<file path="config.mk">
export PLATFORM = sky130hd
export DESIGN_NAME = rps_round_ctrl
export DESIGN_NICKNAME = d
export VERILOG_FILES = /design/src/rtl/rps_round_ctrl.sv
export SDC_FILE = /design/constraint.sdc
export NUM_CORES = 1
export LEC_CHECK = 0
export ABC_CLOCK_PERIOD_IN_PS = 2200
export BUFFER_PORTS_ARGS = -buffer_cell sky130_fd_sc_hd__buf_4
export CORE_MARGIN = 4
export CORE_UTILIZATION = 29
export DETAILED_ROUTE_END_ITERATION = 6
export GPL_ROUTABILITY_DRIVEN = 0
export PLACE_DENSITY_LB_ADDON = 0.2
export SYNTH_ARGS = -nofsm -noshare
export SYNTH_HDL_FRONTEND = slang
export SYNTH_SLANG_ARGS = --single-unit
</file>
<file path="constraint.sdc">
create_clock -name clk -period 2.2 [get_ports clk]
set_input_delay 0.44 -clock clk [delete_from_list [all_inputs] [get_ports clk]]
set_output_delay 0.44 -clock clk [all_outputs]
set_load 0.02 [all_outputs]
</file>
<file path="src/rtl/rps_round_ctrl.sv">
// Round controller for the rock-paper-scissors gesture display: debounces three
// active-low gesture inputs, arbitrates one result per round and drives the RGB LED.
module rps_round_ctrl #(
    parameter int DEB_CYCLES    = 16,
    parameter int ROCK_PRESSES  = 3,
    parameter int ROUND_TIMEOUT = 50000000,
    parameter int SHOW_CYCLES   = 25000000
) (
    input  logic       clk,
    input  logic       rst,
    input  logic       start,
    input  logic       rx_data_1,
    input  logic       rx_data_2,
    input  logic       rx_data_3,
    output logic       led_r,
    output logic       led_g,
    output logic       led_b,
    output logic [1:0] winner,
    output logic       round_done,
    output logic       busy
);

    localparam int DEB_W   = $clog2(DEB_CYCLES + 1);
    localparam int ROCK_W  = $clog2(ROCK_PRESSES + 1);
    localparam int TIMER_W = $clog2(ROUND_TIMEOUT);
    localparam int HOLD_W  = (SHOW_CYCLES > 1) ? $clog2(SHOW_CYCLES) : 1;

    localparam logic [DEB_W-1:0]   DEB_MAX    = DEB_W'(DEB_CYCLES);
    localparam logic [DEB_W-1:0]   DEB_LAST   = DEB_W'(DEB_CYCLES - 1);
    localparam logic [DEB_W-1:0]   DEB_ONE    = DEB_W'(1);
    localparam logic [ROCK_W-1:0]  ROCK_LAST  = ROCK_W'(ROCK_PRESSES - 1);
    localparam logic [ROCK_W-1:0]  ROCK_ONE   = ROCK_W'(1);
    localparam logic [TIMER_W-1:0] TIMER_LAST = TIMER_W'(ROUND_TIMEOUT - 1);
    localparam logic [TIMER_W-1:0] TIMER_ONE  = TIMER_W'(1);
    localparam logic [HOLD_W-1:0]  HOLD_LAST  = HOLD_W'(SHOW_CYCLES - 1);
    localparam logic [HOLD_W-1:0]  HOLD_ONE   = HOLD_W'(1);

    typedef enum logic [1:0] {
        ST_IDLE  = 2'd0,
        ST_ARMED = 2'd1,
        ST_SHOW  = 2'd2,
        ST_TOUT  = 2'd3
    } state_t;

    // Channel order: bit 0 scissors, bit 1 paper, bit 2 rock.
    logic [2:0]         raw_s;
    logic [2:0]         sync1_r;
    logic [2:0]         sync2_r;
    logic [2:0]         press_r;
    logic [DEB_W-1:0]   deb_cnt_r [3];

    state_t             state_r;
    state_t             state_nxt_s;
    logic [1:0]         result_s;
    logic               result_vld_s;
    logic               rock_inc_s;
    logic [TIMER_W-1:0] timer_r;
    logic [ROCK_W-1:0]  rock_cnt_r;
    logic [HOLD_W-1:0]  hold_r;

    logic [2:0]         leds_nxt_s;
    logic [1:0]         winner_nxt_s;
    logic               busy_nxt_s;
    logic               done_nxt_s;

    assign raw_s = {rx_data_3, rx_data_2, rx_data_1};

    // Synchronise and debounce; one press pulse when a low level has lasted DEB_CYCLES samples.
    always_ff @(posedge clk) begin
        if (rst) begin
            sync1_r <= 3'b111;
            sync2_r <= 3'b111;
            press_r <= 3'b000;
            for (int i = 0; i < 3; i++) begin
                deb_cnt_r[i] <= {DEB_W{1'b0}};
            end
        end else begin
            sync1_r <= raw_s;
            sync2_r <= sync1_r;
            for (int i = 0; i < 3; i++) begin
                if (sync2_r[i]) begin
                    deb_cnt_r[i] <= {DEB_W{1'b0}};
                    press_r[i]   <= 1'b0;
                end else if (deb_cnt_r[i] != DEB_MAX) begin
                    deb_cnt_r[i] <= deb_cnt_r[i] + DEB_ONE;
                    press_r[i]   <= (deb_cnt_r[i] == DEB_LAST);
                end else begin
                    deb_cnt_r[i] <= deb_cnt_r[i];
                    press_r[i]   <= 1'b0;
                end
            end
        end
    end

    // State register.
    always_ff @(posedge clk) begin
        if (rst) begin
            state_r <= ST_IDLE;
        end else begin
            state_r <= state_nxt_s;
        end
    end

    // Next-state and arbitration; only a result-producing press pre-empts the timeout.
    always_comb begin
        state_nxt_s  = state_r;
        result_s     = 2'b11;
        result_vld_s = 1'b0;
        rock_inc_s   = 1'b0;
        case (state_r)
            ST_IDLE: begin
                if (start) begin
                    state_nxt_s = ST_ARMED;
                end else begin
                    state_nxt_s = ST_IDLE;
                end
            end
            ST_ARMED: begin
                if (press_r[0]) begin
                    state_nxt_s  = ST_SHOW;
                    result_s     = 2'd2;
                    result_vld_s = 1'b1;
                end else if (press_r[1]) begin
                    state_nxt_s  = ST_SHOW;
                    result_s     = 2'd1;
                    result_vld_s = 1'b1;
                end else if (press_r[2] && (rock_cnt_r == ROCK_LAST)) begin
                    state_nxt_s  = ST_SHOW;
                    result_s     = 2'd0;
                    result_vld_s = 1'b1;
                end else if (timer_r == TIMER_LAST) begin
                    state_nxt_s  = ST_TOUT;
                    result_s     = 2'd3;
                    result_vld_s = 1'b1;
                end else begin
                    state_nxt_s = ST_ARMED;
                    rock_inc_s  = press_r[2];
                end
            end
            ST_SHOW, ST_TOUT: begin
                if (hold_r == HOLD_LAST) begin
                    state_nxt_s = ST_IDLE;
                end else begin
                    state_nxt_s = state_r;
                end
            end
            default: begin
                state_nxt_s = ST_IDLE;
            end
        endcase
    end

    // Round timer, rock tally and result hold counter; each clears outside its own state.
    always_ff @(posedge clk) begin
        if (rst) begin
            timer_r    <= {TIMER_W{1'b0}};
            rock_cnt_r <= {ROCK_W{1'b0}};
            hold_r     <= {HOLD_W{1'b0}};
        end else begin
            if (state_r == ST_ARMED) begin
                if (timer_r != TIMER_LAST) begin
                    timer_r <= timer_r + TIMER_ONE;
                end else begin
                    timer_r <= timer_r;
                end
                if (rock_inc_s) begin
                    rock_cnt_r <= rock_cnt_r + ROCK_ONE;
                end else begin
                    rock_cnt_r <= rock_cnt_r;
                end
            end else begin
                timer_r    <= {TIMER_W{1'b0}};
                rock_cnt_r <= {ROCK_W{1'b0}};
            end
            if ((state_r == ST_SHOW) || (state_r == ST_TOUT)) begin
                if (hold_r != HOLD_LAST) begin
                    hold_r <= hold_r + HOLD_ONE;
                end else begin
                    hold_r <= hold_r;
                end
            end else begin
                hold_r <= {HOLD_W{1'b0}};
            end
        end
    end

    // Output decode from the upcoming state so registered outputs line up with state_r.
    always_comb begin
        leds_nxt_s = 3'b000;
        busy_nxt_s = 1'b0;
        done_nxt_s = result_vld_s;
        if (result_vld_s) begin
            winner_nxt_s = result_s;
        end else begin
            winner_nxt_s = winner;
        end
        case (state_nxt_s)
            ST_IDLE: begin
                leds_nxt_s = 3'b000;
                busy_nxt_s = 1'b0;
            end
            ST_ARMED: begin
                leds_nxt_s = 3'b111;
                busy_nxt_s = 1'b1;
            end
            ST_SHOW: begin
                busy_nxt_s = 1'b1;
                case (winner_nxt_s)
                    2'd2:    leds_nxt_s = 3'b110;
                    2'd1:    leds_nxt_s = 3'b101;
                    2'd0:    leds_nxt_s = 3'b011;
                    default: leds_nxt_s = 3'b111;
                endcase
            end
            ST_TOUT: begin
                leds_nxt_s = 3'b010;
                busy_nxt_s = 1'b1;
            end
            default: begin
                leds_nxt_s = 3'b000;
                busy_nxt_s = 1'b0;
            end
        endcase
    end

    // Output registers.
    always_ff @(posedge clk) begin
        if (rst) begin
            led_r      <= 1'b0;
            led_g      <= 1'b0;
            led_b      <= 1'b0;
            winner     <= 2'b11;
            round_done <= 1'b0;
            busy       <= 1'b0;
        end else begin
            led_r      <= leds_nxt_s[2];
            led_g      <= leds_nxt_s[1];
            led_b      <= leds_nxt_s[0];
            winner     <= winner_nxt_s;
            round_done <= done_nxt_s;
            busy       <= busy_nxt_s;
        end
    end

endmodule
</file>
==> impl_metrics.yaml, run 1 <==
place:
  io_buffer_count: 12
  placed_cell_area_um2: 4390
  dp_hpwl_um: 5450
  pre_cts_ws_ns: 0.159
  numPlacedInstances: 629
layout:
  fin_cells: 645
  stdcell_area_um2: 4760
  final_common_cell: "nor2_1"
  num-nets-final: 482
  area.growth.synth_to_final_pct: 22.4
  n_antenna_cell: 0
  drive_gt1_share_pct: 16.2
  final_cell_mix: "nor2_1 (81), dfxtp_1 (71), buf_4 (44)"
clock_network:
  cts_post_setup_buffers_inserted: 0
  insertion_delay_ns: 0.33
  max-clock-path-buffers: 2
  root_buffer: "clkbuf_16"
  cts_tree: "yes"
  cts_hold_buf: 0
  cts.sinks: 86
  htreeDepth: 3
  cts_resized: 0
  clk_pin_slew_ns: 0.06
  numCtsBuffers: 9
die:
  die_h_um: 124
  die_area_um2: 15300
  core_area_um2: 13200
  io_pins: 13
  core.rowCount: 42
  die_w_um: 124
  initial_core_util_pct: 29.5
synthesis:
  syn_area_um2: 3890
  netlist.area_leader.share_pct: 36.6
  yosys-top-cells-area: "dfxtp_1 (37%), edfxtp_1 (12%), xor2_1 (8.8%), nor2_1 (7.8%), ha_1 (3.9%)"
  synth_top_area_cell: "dfxtp_1"
  synth_cells: 422
  syn_nets: 440
  synthArstFlopShare_pct: 0
  synth_cell_types: 47
  synthFlopType: "dfxtp_1"
  ys.warnings.count: 0
  avgSynthCellArea_um2: 9.22
  synth_edf_count: 15
  ys_ff_latch: 86
  ys_seq_area_share_pct: 48.1
drt:
  routedWlPerCell_um: 11.6
  postRouteAntennaNets: 0
  firstDrtPassIters: 4
  routed.top_layer: "met4"
  route.detailed.drc: 0
  met3_length_um: 209
  wl_met2_um: 3380
  vias: 2883
  drt_wl_total_um: 7480
  drt_iter0_drc: 92
  met1Wirelength_um: 3720
  viasPerCell: 4.47
pwr:
  finalPower_mw: 3.59
  p_per_area_nw_per_um2: 755
  vdd.ir_drop.worst_mv: 0.408
  p_leak_nw: 1.75
setup_path:
  cp-end-kind: "flip-flop"
  crit_family: "simple AND/OR/NAND/NOR gates"
  worst-setup-path-type: "flip-flop to flip-flop"
  cp_num_buf_inv: 2
  crit_chain: "or4b_4, nor4_4, buf_4, a31oi_2, buf_4, a211oi_1, a21oi_1"
  max_stage_delay_ns: 0.56
  worstPathMaxFanout: 6
  slowest_stage: "or4b_4"
  worst_setup_path_start_kind: "flip-flop"
  cp.required_ns: 2.41
  crit_top_cell: "buf_4"
  regToRegSetupSlack_ns: 0.15
  cp.arrival_ns: 2.26
sta:
  slew_viol_final: 0
  setup_violations: 0
  period_needed_ns: 2.05
  clock.fmax_mhz: 488
  fin_tns_setup_ns: 0
  slew_headroom_pct: 73.9
  period_share_pct: 93.1
  worst_pin_slew_ns: 0.381
  final_hold_viol_count: 0
  rsz0062_at_grt: "false"
  fin_skew_ns: 0.00404
  setup_ws_ns: 0.151
global_routing:
  overflow: 0
  grt_pass1_vias: 2764
  antenna_found_initial: 0
  grt_pass1_wl_um: 12900
  grt_util_all_layers_pct: 10.7
  grt_start_max_net_pins: 24
run:
  maxCapViolations: 0
outcome:
  status: "finished clean"
worst_hold_path:
  hp-class: "primary input to flip-flop"
synthesized netlist by cell type (2+ instances only):
cell       n
nor2_1    81
dfxtp_1   71
xor2_1    39
inv_1     23
nand2_1   23
nand4_1   22
nand3_1   20
edfxtp_1  15
xnor2_1   14
ha_1      12
and3_1    10
a21oi_1    8
clkbuf_1   8
or2_2      8
nor3_1     7
a31oi_1    6
nand2b_1   5
buf_2      4
and2_1     3
and4_1     3
nor4b_1    3
or4_1      3
a211oi_1   2
a21o_1     2
a311oi_1   2
mux2i_1    2
nand3_2    2
nor3b_1    2
o21ai_0    2
o31ai_1    2
or2_1      2
stage by stage:
step | hold slack (ns) | utilization [%]
after floorplan | 0.389 | -
after global placement | 0.392 | 33.2
after detailed placement | 0.403 | 33.2
after CTS | 0.269 | 36.1
after global routing | 0.280 | 36.1
final | 0.285 | 36.1
flip-flops by register name, summed over array words and instances, names as in the netlist, 2 cells and up:
register	cells
deb_cnt_r	15
hold_r	25
press_r	3
rock_cnt_r	2
state_r	2
sync1_r	3
sync2_r	3
timer_r	26
winner	2
power by group:
group	internal, mW	switching [mW]	total, mW
Clock	1.23	0.636	1.87
Sequential	1.61	0.0126	1.63
Combinational	0.0411	0.0595	0.101
cell families (layout without fill, tap and decap cells):
group           after synthesis  count (layout)  synth area share [%]
flops                        86              86                  48.1
xor+xnor                     53              53                  11.9
fa+ha+maj                    12              12                  3.86
buf+inv                      36              83                  3.60
mux                           2               2                 0.515
simple gates                205             205                  27.2
compound gates               28              28                  4.76
area by class of cell:
| type | count | area (um^2) |
|---|---|---|
| inverters | 23 | 86.3 |
| clock buffers | 9 | 225 |
| repair buffers | 44 | 330 |
| well taps | 176 | 220 |
| fillers | 1316 | 8430 |
| flip-flops and latches | 86 | 1870 |
| multi-input cells | 300 | 1880 |
| clock inverters | 7 | 145 |
layer usage:
metal	GRT usage (%)	up-vias
met5	0	-
met4	5.54	0
met3	2.36	14
met2	16.4	24
met1	14.2	1325
li1	-	1520
final timing paths:
kind / start / endpoint / cells after the start
min: rx_data_1 / sync1_r[0] / 2
max reg2reg: timer_r[10] / led_b / 7
min reg2reg: sync1_r[1] / sync2_r[1] / 1
max: timer_r[10] / led_b / 7
(Power assumes the default switching activity.)
==> run 2, diff against run 1 <==
RECOVER_POWER = 100   (was not set)
SLEW_MARGIN = 15   (was not set)
==> impl_metrics.yaml, run 2 (synthesis results as in run 1) <==
clock_network:
  max-clock-path-buffers: 2
  cts_hold_buf: 0
  htreeDepth: 3
  cts.sinks: 86
  root_buffer: "clkbuf_16"
  numCtsBuffers: 9
  clk_pin_slew_ns: 0.06
  insertion_delay_ns: 0.34
  cts_tree: "yes"
  cts_resized: 0
  cts_post_setup_buffers_inserted: 0
die:
  io_pins: 13
  die_w_um: 124
  die_area_um2: 15300
  core.rowCount: 42
  initial_core_util_pct: 29.5
  core_area_um2: 13200
  die_h_um: 124
worst_hold_path:
  hp-class: "primary input to flip-flop"
setup_path:
  worstPathMaxFanout: 6
  crit_chain: "or4b_4, nor4_4, buf_4, a31oi_2, clkbuf_2, a211oi_1, a21oi_1"
  cp.required_ns: 2.41
  worst-setup-path-type: "flip-flop to flip-flop"
  worst_setup_path_start_kind: "flip-flop"
  cp-end-kind: "flip-flop"
  slowest_stage: "or4b_4"
  max_stage_delay_ns: 0.56
  cp.arrival_ns: 2.28
  crit_family: "simple AND/OR/NAND/NOR gates"
  cp_num_buf_inv: 2
layout:
  num-nets-final: 482
  final_cell_mix: "nor2_1 (81), dfxtp_1 (71), xor2_1 (39)"
  area.growth.synth_to_final_pct: 21.1
  largest_register_ffs: 26
  n_antenna_cell: 0
  largest-register: "timer_r"
  utilization_pct: 35.7
  final.fill_count: 1319
  drive_gt1_share_pct: 13.6
  reg_top3: "timer_r x26, hold_r x25, deb_cnt_r x15"
  final_common_cell: "nor2_1"
global_routing:
  grt_start_max_net_pins: 24
  grt_pass1_vias: 2764
  antenna_found_initial: 0
  overflow: 0
  grt_util_all_layers_pct: 10.7
  grt_pass1_wl_um: 12900
drt:
  viasPerCell: 4.49
  firstDrtPassIters: 4
  drt_iter0_drc: 93
  drt_wl_total_um: 7470
  route.detailed.drc: 0
  postRouteAntennaNets: 0
  routedWlPerCell_um: 11.6
  vias: 2899
sta:
  period_share_pct: 94.3
  setup_violations: 0
  period_needed_ns: 2.07
  worst_pin_slew_ns: 0.834
  slew_viol_final: 0
  rsz0062_at_grt: "false"
  slew_headroom_pct: 44.4
  fin_tns_setup_ns: 0
  clock.fmax_mhz: 482
  fin_skew_ns: 0.00442
  final_hold_viol_count: 0
run:
  maxCapViolations: 0
pwr:
  vdd.ir_drop.worst_mv: 0.408
  p_leak_nw: 1.71
  p_per_area_nw_per_um2: 762
place:
  dp_hpwl_um: 5450
  io_buffer_count: 12
outcome:
  status: "finished clean"
-- run 2: report_power, final --
part	switching (mW)	internal, mW
Combinational	0.0597	0.0315
Sequential	0.0124	1.61
Clock	0.639	1.23
-- run 2: layout make-up --
class,count,area [um^2],share of cell area (%)
Multi-Input combinational cell,300,1870,39.8
Sequential cell,86,1870,39.8
Timing Repair Buffer,44,285,6.06
Clock buffer,9,225,4.78
Tap cell,176,220,4.68
Clock inverter,7,145,3.08
Inverter,23,86.3,1.83
-- run 2: path summary, 6_finish.rpt --
check	slack, ns	to	cells after the start	start
worst min register to register	0.42	sync2_r[1]	1	sync1_r[1]
worst min-delay path	0.28	sync1_r[0]	2	rx_data_1
worst max-delay path	0.13	led_b	7	timer_r[10]
worst max register to register	0.13	led_b	7	timer_r[10]
-- run 2: layer usage --
metal  wire, um  vias to the layer above  global-route usage [%]
met1       3720                     1337                    14.2
li1           -                     1518                       -
met4        174                        0                    5.54
met2       3370                       32                    16.4
met5          0                        -                       0
met3        211                       12                    2.36
-- run 2: metrics by stage --
stage | instances | worst slack [ns] | total power [mW] | area [um^2] | hold WS, ns
final | 645 | 0.125 | 3.59 | 4710 | 0.283
after global routing | 645 | 0.00498 | 3.71 | 4710 | 0.280
after CTS | 645 | 0.139 | 3.65 | 4760 | 0.269
after detailed placement | 629 | 0.159 | 1.76 | 4390 | 0.403
after global placement | 629 | 0.144 | 1.77 | 4390 | 0.392
after floorplan | 422 | 0.258 | 1.72 | 3890 | 0.389
-- run 2: worst reg2reg max path: stages (launching register included) --
cell and delay (ns):
dfxtp_1 0.34, or4b_4 0.56, nor4_4 0.24, buf_4 0.17, a31oi_2 0.10, clkbuf_2 0.17, a211oi_1 0.26, a21oi_1 0.11
==> run 3, diff against run 2 <==
BUFFER_PORTS_ARGS = not set   (was -buffer_cell sky130_fd_sc_hd__buf_4)
DONT_BUFFER_PORTS = 1   (was not set)
RECOVER_POWER = not set   (was 100)
==> impl_metrics.yaml, run 3 (synthesis results as in run 1) <==
outcome:
  status: "finished clean"
sta:
  period_needed_ns: 2.07
  whs_ns: 0.204
  setup_violations: 0
  clock.fmax_mhz: 484
  slew_headroom_pct: 40.1
  setup_ws_ns: 0.133
  fin_skew_ns: 0.00691
  final_hold_viol_count: 0
  period_share_pct: 94.0
  worst_pin_slew_ns: 0.898
  slew_viol_final: 0
  fin_tns_setup_ns: 0
  rsz0062_at_grt: "false"
pwr:
  internal_power_mw: 2.63
  p_comb_share_pct: 1.8
  p_per_area_nw_per_um2: 714
  sw_frac_of_total_pct: 19.9
  p_leak_nw: 1.66
  power_frac_seq_pct: 50.0
  vdd.ir_drop.worst_mv: 0.402
  finalPower_mw: 3.28
  clkPwrFrac_pct: 48.2
  switching_power_mw: 0.654
drt:
  routedWlPerCell_um: 12.0
  firstDrtPassIters: 4
  viasPerCell: 4.55
  drt_wl_total_um: 7590
  postRouteAntennaNets: 0
  drt_iter0_drc: 145
  route.detailed.drc: 0
  vias: 2869
clock_network:
  insertion_delay_ns: 0.34
  cts.sinks: 86
  cts_tree: "yes"
  numCtsBuffers: 9
  htreeDepth: 3
  max-clock-path-buffers: 2
  cts_post_setup_buffers_inserted: 0
  clk_pin_slew_ns: 0.06
  root_buffer: "clkbuf_16"
layout:
  largest-register: "timer_r"
  num-nets-final: 468
  n_antenna_cell: 0
  final.fill_count: 1333
  area.growth.synth_to_final_pct: 18.2
  utilization_pct: 34.8
  final_cell_mix: "nor2_1 (81), dfxtp_1 (71), xor2_1 (39)"
  final_common_cell: "nor2_1"
  drive_gt1_share_pct: 13.2
  reg_top3: "timer_r x26, hold_r x25, deb_cnt_r x15"
  largest_register_ffs: 26
global_routing:
  grt_pass1_vias: 2778
  grt_util_all_layers_pct: 10.7
  grt_pass1_wl_um: 13000
  overflow: 0
  grt_start_max_net_pins: 31
  antenna_found_initial: 0
die:
  die_area_um2: 15300
  core_area_um2: 13200
  initial_core_util_pct: 29.5
  io_pins: 13
  die_h_um: 124
  die_w_um: 124
  core.rowCount: 42
setup_path:
  regToRegSetupSlack_ns: 0.13
  cp.required_ns: 2.46
  cp-end-kind: "flip-flop"
  startpoint: "timer_r[11]"
  crit_path_end: "led_r"
  cp.arrival_ns: 2.33
  worstPathMaxFanout: 4
  r2r-start: "timer_r[11]"
  worst-r2r-cell-count: 7
  worst-setup-path-type: "flip-flop to flip-flop"
  reg2reg_to: "led_r"
  worst_setup_path_start_kind: "flip-flop"
worst_hold_path:
  whs_path_depth: 1
  hp-class: "primary input to flip-flop"
  min_from: "rx_data_2"
place:
  pre_cts_ws_ns: 0.0995
  io_buffer_count: 0
  dp_hpwl_um: 5430
run:
  maxCapViolations: 0
run 3: changes by cell type in the layout (fill, tap and decap cells not counted), sizes merged:
cell      before  now
clkinv         1    3
clkinvlp       1    0
buf           31   30
bufinv         4    2
clkbuf        22   11
inv           24   23
run 3: routing by layer:
layer / wire length [um] / global-route usage (%) / share of wire [%] / up-vias
li1: - / - / - / 1500
met1: 3700 / 13.9 / 49 / 1323
met2: 3440 / 16.8 / 45 / 34
met3: 269 / 2.23 / 3.5 / 12
met4: 173 / 5.81 / 2.3 / 0
met5: 0 / 0 / 0 / -
run 3: cell type report:
type	instances	area [um^2]	share of cell area (%)
Inverter	23	86.3	1.88
Clock inverter	5	73.8	1.61
Tap cell	176	220	4.79
Sequential cell	86	1870	40.7
Timing Repair Buffer	30	225	4.90
Clock buffer	11	233	5.06
Multi-Input combinational cell	300	1890	41.0
run 3: power by group through the flow:
stage | sequential (mW) | combinational, mW | clock, mW
after floorplan | 1.67 | 0.0521 | 0
after global placement | 1.68 | 0.0603 | 0
after detailed placement | 1.68 | 0.0599 | 0
after CTS | 1.64 | 0.0603 | 1.64
after global routing | 1.64 | 0.0685 | 1.68
final | 1.64 | 0.0590 | 1.58
run 3: worst max-delay path, cell delays in order, from the launching register on:
cell	delay, ns
dfxtp_1	0.34
or4b_4	0.54
nor4_4	0.26
buf_4	0.19
nand3_2	0.13
a21oi_1	0.29
a2111oi_0	0.11
nor2_1	0.14
run 3: metrics by stage:
| stage | area [um^2] | std cells |
|---|---|---|
| 2_1_floorplan | 3890 | 422 |
| 3_3_place_gp | 4280 | 615 |
| 3_5_place_dp | 4280 | 615 |
| 4_1_cts | 4590 | 631 |
| 5_1_grt | 4600 | 631 |
| 6_report | 4600 | 631 |
run 3: what timing repair did:
action	in CTS	in global routing
setup endpoints to repair	0	3
resized for setup	0	2
hold buffers	0	0
run 3: worst min path at each step:
stage	end	slack, ns
finish	sync1_r[1]	0.20
CTS	state_r[0]	0.19
global route	sync1_r[0]	0.20
floorplan	sync2_r[0]	0.39
global placement	sync2_r[1]	0.39
detailed placement	sync2_r[1]	0.39
